--- src/rtl/mac_row_seq.sv ---
// mac_row_seq: sequencer feeding a 4-MAC FP16 row with weights, gap-free X bursts and latency-tracked results.
module mac_row_seq #(
    parameter int DW      = 16,
    parameter int ROW_LAT = 8,
    parameter int CNT_W   = 16
) (
    input  logic             clk,
    input  logic             reset_n,
    input  logic             start,
    input  logic             abort,
    input  logic [CNT_W-1:0] n_vec,
    output logic             busy,
    output logic             done,
    input  logic [DW-1:0]    w_data,
    input  logic             w_valid,
    output logic             w_ready,
    input  logic [DW-1:0]    x_data,
    input  logic             x_valid,
    output logic             x_ready,
    output logic             row_enX,
    output logic [DW-1:0]    row_X,
    output logic [3:0]       row_enW,
    output logic [DW-1:0]    row_W,
    input  logic [DW-1:0]    row_Y,
    output logic [DW-1:0]    y_data,
    output logic             y_valid
);
    typedef enum logic [2:0] {IDLE, LOAD_W, STREAM, DRAIN, FINISH} state_t;
    state_t state, state_n;
    logic [CNT_W-1:0] nv, xa, iss, rcnt, xa_n, iss_n;
    logic [2:0] wcnt;
    logic [1:0] eidx, bidx, full, full_n;
    logic fb, ib, bbank, fb_n;
    logic [DW-1:0] xbuf [8];
    logic [ROW_LAT-1:0] trk;
    logic wacc, xacc, fill_done, issue, fin, clr;

    always_comb begin
        wacc      = w_valid && w_ready;
        xacc      = x_valid && x_ready;
        fill_done = xacc && eidx == 2'd3;
        issue     = state == STREAM && (!row_enX || bidx == 2'd3) && full[ib];
        fin       = trk[ROW_LAT-1] && rcnt + CNT_W'(1) == nv;
        clr       = abort || (state == IDLE && start);
        // a bank is released at issue: each element is read before the refill can reach it
        full_n = full;
        if (issue) full_n[ib] = 1'b0;
        if (fill_done) full_n[fb] = 1'b1;
        fb_n  = fb ^ fill_done;
        xa_n  = xa + CNT_W'(fill_done);
        iss_n = iss + CNT_W'(issue);
        state_n = state;
        case (state)
            IDLE:    if (start) state_n = LOAD_W;
            LOAD_W:  if (wcnt == 3'd4) state_n = nv == '0 ? FINISH : STREAM;
            STREAM:  if (iss_n == nv) state_n = DRAIN;
            DRAIN:   if (fin) state_n = FINISH;
            default: state_n = IDLE;
        endcase
        if (abort) state_n = IDLE;
    end

    always_ff @(posedge clk or negedge reset_n) begin
        if (!reset_n) state <= IDLE;
        else          state <= state_n;
    end

    always_ff @(posedge clk) begin
        if (xacc) xbuf[{fb, eidx}] <= x_data;
    end

    always_ff @(posedge clk or negedge reset_n) begin
        if (!reset_n) begin
            busy    <= 1'b0;
            done    <= 1'b0;
            w_ready <= 1'b0;
            x_ready <= 1'b0;
            row_enX <= 1'b0;
            row_X   <= '0;
            row_enW <= '0;
            row_W   <= '0;
            y_data  <= '0;
            y_valid <= 1'b0;
            nv      <= '0;
            xa      <= '0;
            iss     <= '0;
            rcnt    <= '0;
            wcnt    <= '0;
            eidx    <= '0;
            bidx    <= '0;
            fb      <= 1'b0;
            ib      <= 1'b0;
            bbank   <= 1'b0;
            full    <= '0;
            trk     <= '0;
        end else begin
            busy    <= state_n != IDLE;
            done    <= state_n == FINISH;
            w_ready <= state_n == LOAD_W && !(wacc && wcnt == 3'd3);
            x_ready <= state_n == STREAM && !full_n[fb_n] && xa_n < nv;
            row_enW <= wacc ? 4'b1 << wcnt[1:0] : 4'b0;
            if (wacc) row_W <= w_data;
            if (trk[ROW_LAT-1]) y_data <= row_Y;
            if (state == IDLE && start && !abort) nv <= n_vec;
            if (clr) begin
                row_enX <= 1'b0;
                row_enW <= '0;
                y_valid <= 1'b0;
                xa      <= '0;
                iss     <= '0;
                rcnt    <= '0;
                wcnt    <= '0;
                eidx    <= '0;
                bidx    <= '0;
                fb      <= 1'b0;
                ib      <= 1'b0;
                full    <= '0;
                trk     <= '0;
            end else begin
                y_valid <= trk[ROW_LAT-1];
                if (wacc) wcnt <= wcnt + 3'd1;
                if (xacc) eidx <= eidx + 2'd1;
                full <= full_n;
                fb   <= fb_n;
                xa   <= xa_n;
                iss  <= iss_n;
                if (trk[ROW_LAT-1]) rcnt <= rcnt + CNT_W'(1);
                trk <= {trk[ROW_LAT-2:0], row_enX && bidx == 2'd0};
                if (issue) begin
                    row_enX <= 1'b1;
                    bbank   <= ib;
                    ib      <= !ib;
                    bidx    <= 2'd0;
                    row_X   <= xbuf[{ib, 2'd0}];
                end else if (row_enX && bidx != 2'd3) begin
                    bidx  <= bidx + 2'd1;
                    row_X <= xbuf[{bbank, bidx + 2'd1}];
                end else begin
                    row_enX <= 1'b0;
                end
            end
        end
    end
endmodule

--- config.mk ---
export PLATFORM = sky130hd
export DESIGN_NAME = mac_row_seq
export DESIGN_NICKNAME = d
export VERILOG_FILES = /design/src/rtl/mac_row_seq.sv
export SDC_FILE = /design/constraint.sdc
export NUM_CORES = 1
export LEC_CHECK = 0
export ABC_CLOCK_PERIOD_IN_PS = 5750
export CAP_MARGIN = 5
export CORE_ASPECT_RATIO = 1.5
export CORE_MARGIN = 2
export CORE_UTILIZATION = 28
export DETAILED_ROUTE_END_ITERATION = 7
export GPL_TIMING_DRIVEN = 0
export PLACE_DENSITY = 0.47
export SLEW_MARGIN = 0
export SYNTH_ARGS = -nofsm -noshare
export SYNTH_HDL_FRONTEND = slang
export SYNTH_SLANG_ARGS = --single-unit
--- constraint.sdc ---
create_clock -name clk -period 5.75 [get_ports clk]
set_clock_uncertainty 0.2 [all_clocks]
set_input_delay 0.575 -clock clk [delete_from_list [all_inputs] [get_ports clk]]
set_output_delay 0.575 -clock clk [all_outputs]
set_load 0.05 [all_outputs]
==> summary.log <==
qor: placed_design.port_buffers 127
qor: placed_design.hpwlAfterDp 24,700 µm
qor: yosys.synth-main-ff-cell sky130_fd_sc_hd__dfrtp_1
qor: power_and_ir_drop.p_leak 6.00 nW
qor: placed_design.placed_cell_area 14,700 µm²
qor: yosys.number_of_warnings_reported_in_the_yosys_synthesis_log 0
qor: global_route.via_count_of_the_first_global_routing_pass 9,107
qor: die.fp-row-count 94
qor: critical_path.critical_path_class reg2reg
qor: sta.finalCriticalPeriod 5.26 ns
qor: yosys.syn_nets 1,099
qor: critical_path.cp_slowest_cell sky130_fd_sc_hd__clkbuf_1
qor: yosys.synth_edf_count 128
qor: power_and_ir_drop.power_per_cell_area 285 nW/µm²
qor: clock_network.post_cts_resized 0
qor: die.design.portCount 128
qor: global_route.number_of_antenna_violations_at_the_first_check_in_global_routing 1
qor: drt.drt_first_iter_violations 396
qor: clock_network.ctsRootBufferMaster sky130_fd_sc_hd__clkbuf_16
qor: clock_network.clock_network_latency_to_the_later_pin_of_the_worst_skew_pair 0.56 ns
qor: critical_path.crit_path_launch_type flip-flop
qor: yosys.synth.cell_area 12,500 µm²
qor: yosys.yosys.cell_types.count 60
qor: clock_network.post-cts-setup-buffer-count 0
qor: drt.drtAntennaViolNets 0
qor: power_and_ir_drop.clockPowerShare 42.2%
qor: critical_path.timing.critical_path.cells nor2_1 > nand3_1 > nor2_1 > clkbuf_1 > clkbuf_1 > ha_1 > ha_1 > nand2_1 > nor3_1 > nand2_1 > xor2_1 > xnor2_1 > nor3_1 > a31oi_4 > a211oi_1
qor: drt.wire_per_inst 19.3 µm
qor: cells_and_area.antenna_cells_inserted 0
qor: cells_and_area.final_nets 1,269
qor: clock_network.hold_buffers 1
qor: run.timing.max_cap.violations 0
qor: critical_path.worst-endpoint-required 6.00 ns
qor: power_and_ir_drop.power.net_switching 1.11 mW
qor: sta.finalSetupViolations 0
qor: critical_path.number_of_cells_on_the_worst_reg_to_reg_path 15
qor: clock_network.clock_tree_from_tritoncts built
qor: yosys.syn-instance-count 1,000
qor: drt.drt_first_pass_iters 5
qor: power_and_ir_drop.seq_power_share 48.2%
qor: cells_and_area.layout.cells.non_filler 1,769
qor: power_and_ir_drop.power_frac_comb 9.7%
qor: worst_hold_path.timing.hold.worst.class reg2reg
qor: sta.fmax 0.190 GHz
qor: cells_and_area.final_cell_area 15,700 µm²
qor: die.dieHeight 263 µm
qor: die.floorplan.die_area 46,400 µm²
qor: sta.rsz_0062_raised_after_global_routing false
qor: yosys.synth.yosys.seq_area_share 59.8%
qor: cells_and_area.post_route_cells_drive_above_1_share 12.7%
qor: global_route.grt_start_max_net_pins 86
qor: power_and_ir_drop.power.share.switching 24.8%
qor: global_route.grt_pass1_wl 53,300 µm
qor: sta.timing_worst_slew_pin_value 1.13 ns
qor: worst_hold_path.holdPathStages 1
qor: sta.drv_slew 0
qor: sta.relSlewSlack 24.9%
qor: critical_path.reg2reg_setup_slack 0.49 ns
qor: drt.routed-via-count 8,277
qor: clock_network.clock_pin_slew_of_the_registers_on_the_worst_case_setup_and_hold_paths 0.06 ns
qor: sta.hold_viol 0
qor: critical_path.worst-path-max-fanout 11
qor: global_route.global_route.overflow_total 0
qor: drt.drc 0
qor: worst_hold_path.hold_path_end trk[1]$_DFF_PN0_
qor: clock_network.number_of_clock_sinks_seen_by_cts 273
qor: power_and_ir_drop.power.ir.vdd_worst 0.233 mV
qor: yosys.avgSynthCellArea 12.5 µm²
qor: clock_network.h-tree-depth 1
qor: clock_network.cts_made_buffers 29
qor: drt.wl 34,200 µm
qor: global_route.grt_use_total 15.1%
qor: drt.route.detailed.vias_per_inst 4.68
qor: critical_path.crit-reg2reg-launch state[0]$_DFF_PN0_
qor: cells_and_area.fillers 4,369
qor: die.floorplan.die.width 176 µm
qor: yosys.postSynth.asyncResetShare 53.1%
qor: die.initial_utilization 28.4%
qor: power_and_ir_drop.power.internal 3.36 mW
qor: worst_hold_path.min_from trk[0]$_DFF_PN0_
qor: status.status finished, final reports clean
qor: critical_path.timing.critical_path.slowest_cell_delay 0.67 ns
qor: placed_design.place_inst 1,714
qor: yosys.postSynthRegisterBits 273
qor: critical_path.timing.rr.end w_ready$_DFF_PN0_
qor: critical_path.worstSetupEndpointType flip-flop
qor: sta.layout_worst_path_cycle_share 91.5%
qor: cells_and_area.syn_to_final_growth 25.4%
qor: placed_design.weighted_congestion_at_the_end_of_routability_driven_global_placement 0.821
qor: critical_path.worst-endpoint-arrival 5.52 ns
qor: clock_network.clock_path_buffers 3
qor: die.fp.coreArea 44,000 µm²
==> metal layers <==
layer  part of all wire (%)  wire [µm]  global-route usage [%]
met5                  0.038         13                       0
met4                    2.7        907                    4.98
met3                    3.9       1340                    2.07
met2                     56      19100                    29.3
met1                     37      12800                    16.5
==> state kept, by name (all words and copies together) (netlist names), 2 cells and up <==
signal and cells:
eidx 2, rcnt 16, full 2, wcnt 3, row_W 16, xa 16, y_data 16, trk 8
iss 16, row_X 16, bidx 2, state 3, xbuf 128, row_enW 4, nv 16
==> cell usage in the layout, fill, tap and decap left out, types with 28 or more instances in the layout <==
cell / netlist / final
sky130_fd_sc_hd__xnor2_1: 50 / 50
sky130_fd_sc_hd__clkbuf_16: 0 / 29
sky130_fd_sc_hd__o21ai_0: 39 / 39
sky130_fd_sc_hd__mux2_2: 34 / 34
sky130_fd_sc_hd__ha_1: 29 / 29
sky130_fd_sc_hd__nand3_1: 34 / 34
sky130_fd_sc_hd__clkbuf_1: 35 / 40
sky130_fd_sc_hd__dfrtp_1: 145 / 145
sky130_fd_sc_hd__nor2_1: 90 / 84
sky130_fd_sc_hd__and2_1: 29 / 29
sky130_fd_sc_hd__clkdlybuf4s50_1: 0 / 126
sky130_fd_sc_hd__mux4_2: 32 / 32
sky130_fd_sc_hd__inv_1: 28 / 28
sky130_fd_sc_hd__xor2_1: 31 / 31
sky130_fd_sc_hd__a21oi_1: 32 / 32
sky130_fd_sc_hd__nand2_1: 108 / 108
sky130_fd_sc_hd__edfxtp_1: 128 / 128
==> final cells by class <==
class / instances / area, µm² / area share, %
timing repair buffer: 139 / 1470 / 9.41
buffer: 50 / 225 / 1.44
clock inverter: 17 / 168 / 1.07
inverter: 28 / 105 / 0.671
tap: 576 / 721 / 4.60
multi-input combinational: 649 / 4710 / 30.1
sequential: 273 / 7470 / 47.7
clock buffer: 37 / 786 / 5.02
==> Yosys cell counts (all sizes together) (2+ instances only) <==
cell type  number  area [µm²]
a211oi          2        15.0
a21oi          33         169
edfxtp        128        3840
o21ai          40         200
a31oi           7        58.8
or2             3        18.8
mux4           32         721
dfrtp         145        3630
o2111ai         2        17.5
and2           29         181
nand2         108         405
buf            13        80.1
nor4           11        75.1
clkbuf         36         136
xor2           31         272
nor2b           5        31.3
mux2i          18         180
nand4          21         146
and4            3        26.3
or4             4        31.3
a21o            5        37.5
ha             29         363
nand3          34         170
mux2           34         383
and3           15        93.8
nand2b         11        68.8
o211ai          2        15.0
nor3           12        60.1
inv            28         105
nor2           90         338
xnor2          50         438
==> metrics by stage <==
step | util [%] | worst slack (ns) | total power [mW] | setup TNS (ns) | hold slack (ns)
2_1_floorplan | - | 1.81 | 2.41 | 0 | 0.0794
3_3_place_gp | 32.9 | -2.82 | 2.62 | -407.00 | 0.233
3_5_place_dp | 33.4 | 0.420 | 2.63 | 0 | 0.240
4_1_cts | 35.6 | 0.404 | 4.55 | 0 | 0.259
5_1_grt | 35.6 | 0.0220 | 4.66 | 0 | 0.262
6_report | 35.6 | 0.489 | 4.46 | 0 | 0.253
==> worst max path at each step <==
stage                        start              endpoint  cells past startpoint
2_1_floorplan  row_enX$_DFFE_PN0P_        busy$_DFF_PN0_                     15
3_3_place_gp               reset_n  row_W[6]$_DFFE_PN0P_                      1
3_5_place_dp    state[0]$_DFF_PN0_     w_ready$_DFF_PN0_                     15
4_1_cts         state[0]$_DFF_PN0_     w_ready$_DFF_PN0_                     15
5_1_grt         state[0]$_DFF_PN0_     w_ready$_DFF_PN0_                     15
6_report        state[0]$_DFF_PN0_     w_ready$_DFF_PN0_                     15
==> logic make-up (layout without fill, tap and decap cells) <==
kind of cell	Yosys count	count (layout)	share of synthesized area [%]
fa+ha+maj	29	29	2.90
flops	273	273	59.8
mux	84	84	10.3
compound gates	105	105	5.10
simple gates	350	350	13.6
buf+inv	78	271	2.64
xor+xnor	81	81	5.68
==> critical path, delay by kind of cell, from the launching register on <==
kind,cells,cell delay (ns)
xor+xnor,2,0.36
compound gates,2,0.42
flops,1,0.43
fa+ha+maj,2,0.56
simple gates,7,2.07
buf+inv,2,1.12
==> power by group through the flow <==
stage | logic [mW] | registers (mW) | clock network [mW]
after floorplan | 0.157 | 2.25 | 0
after global placement | 0.432 | 2.19 | 0
after detailed placement | 0.438 | 2.19 | 0
after CTS | 0.440 | 2.15 | 1.95
after global routing | 0.474 | 2.16 | 2.03
final | 0.431 | 2.15 | 1.88
Power figures use the tool's default switching activity.
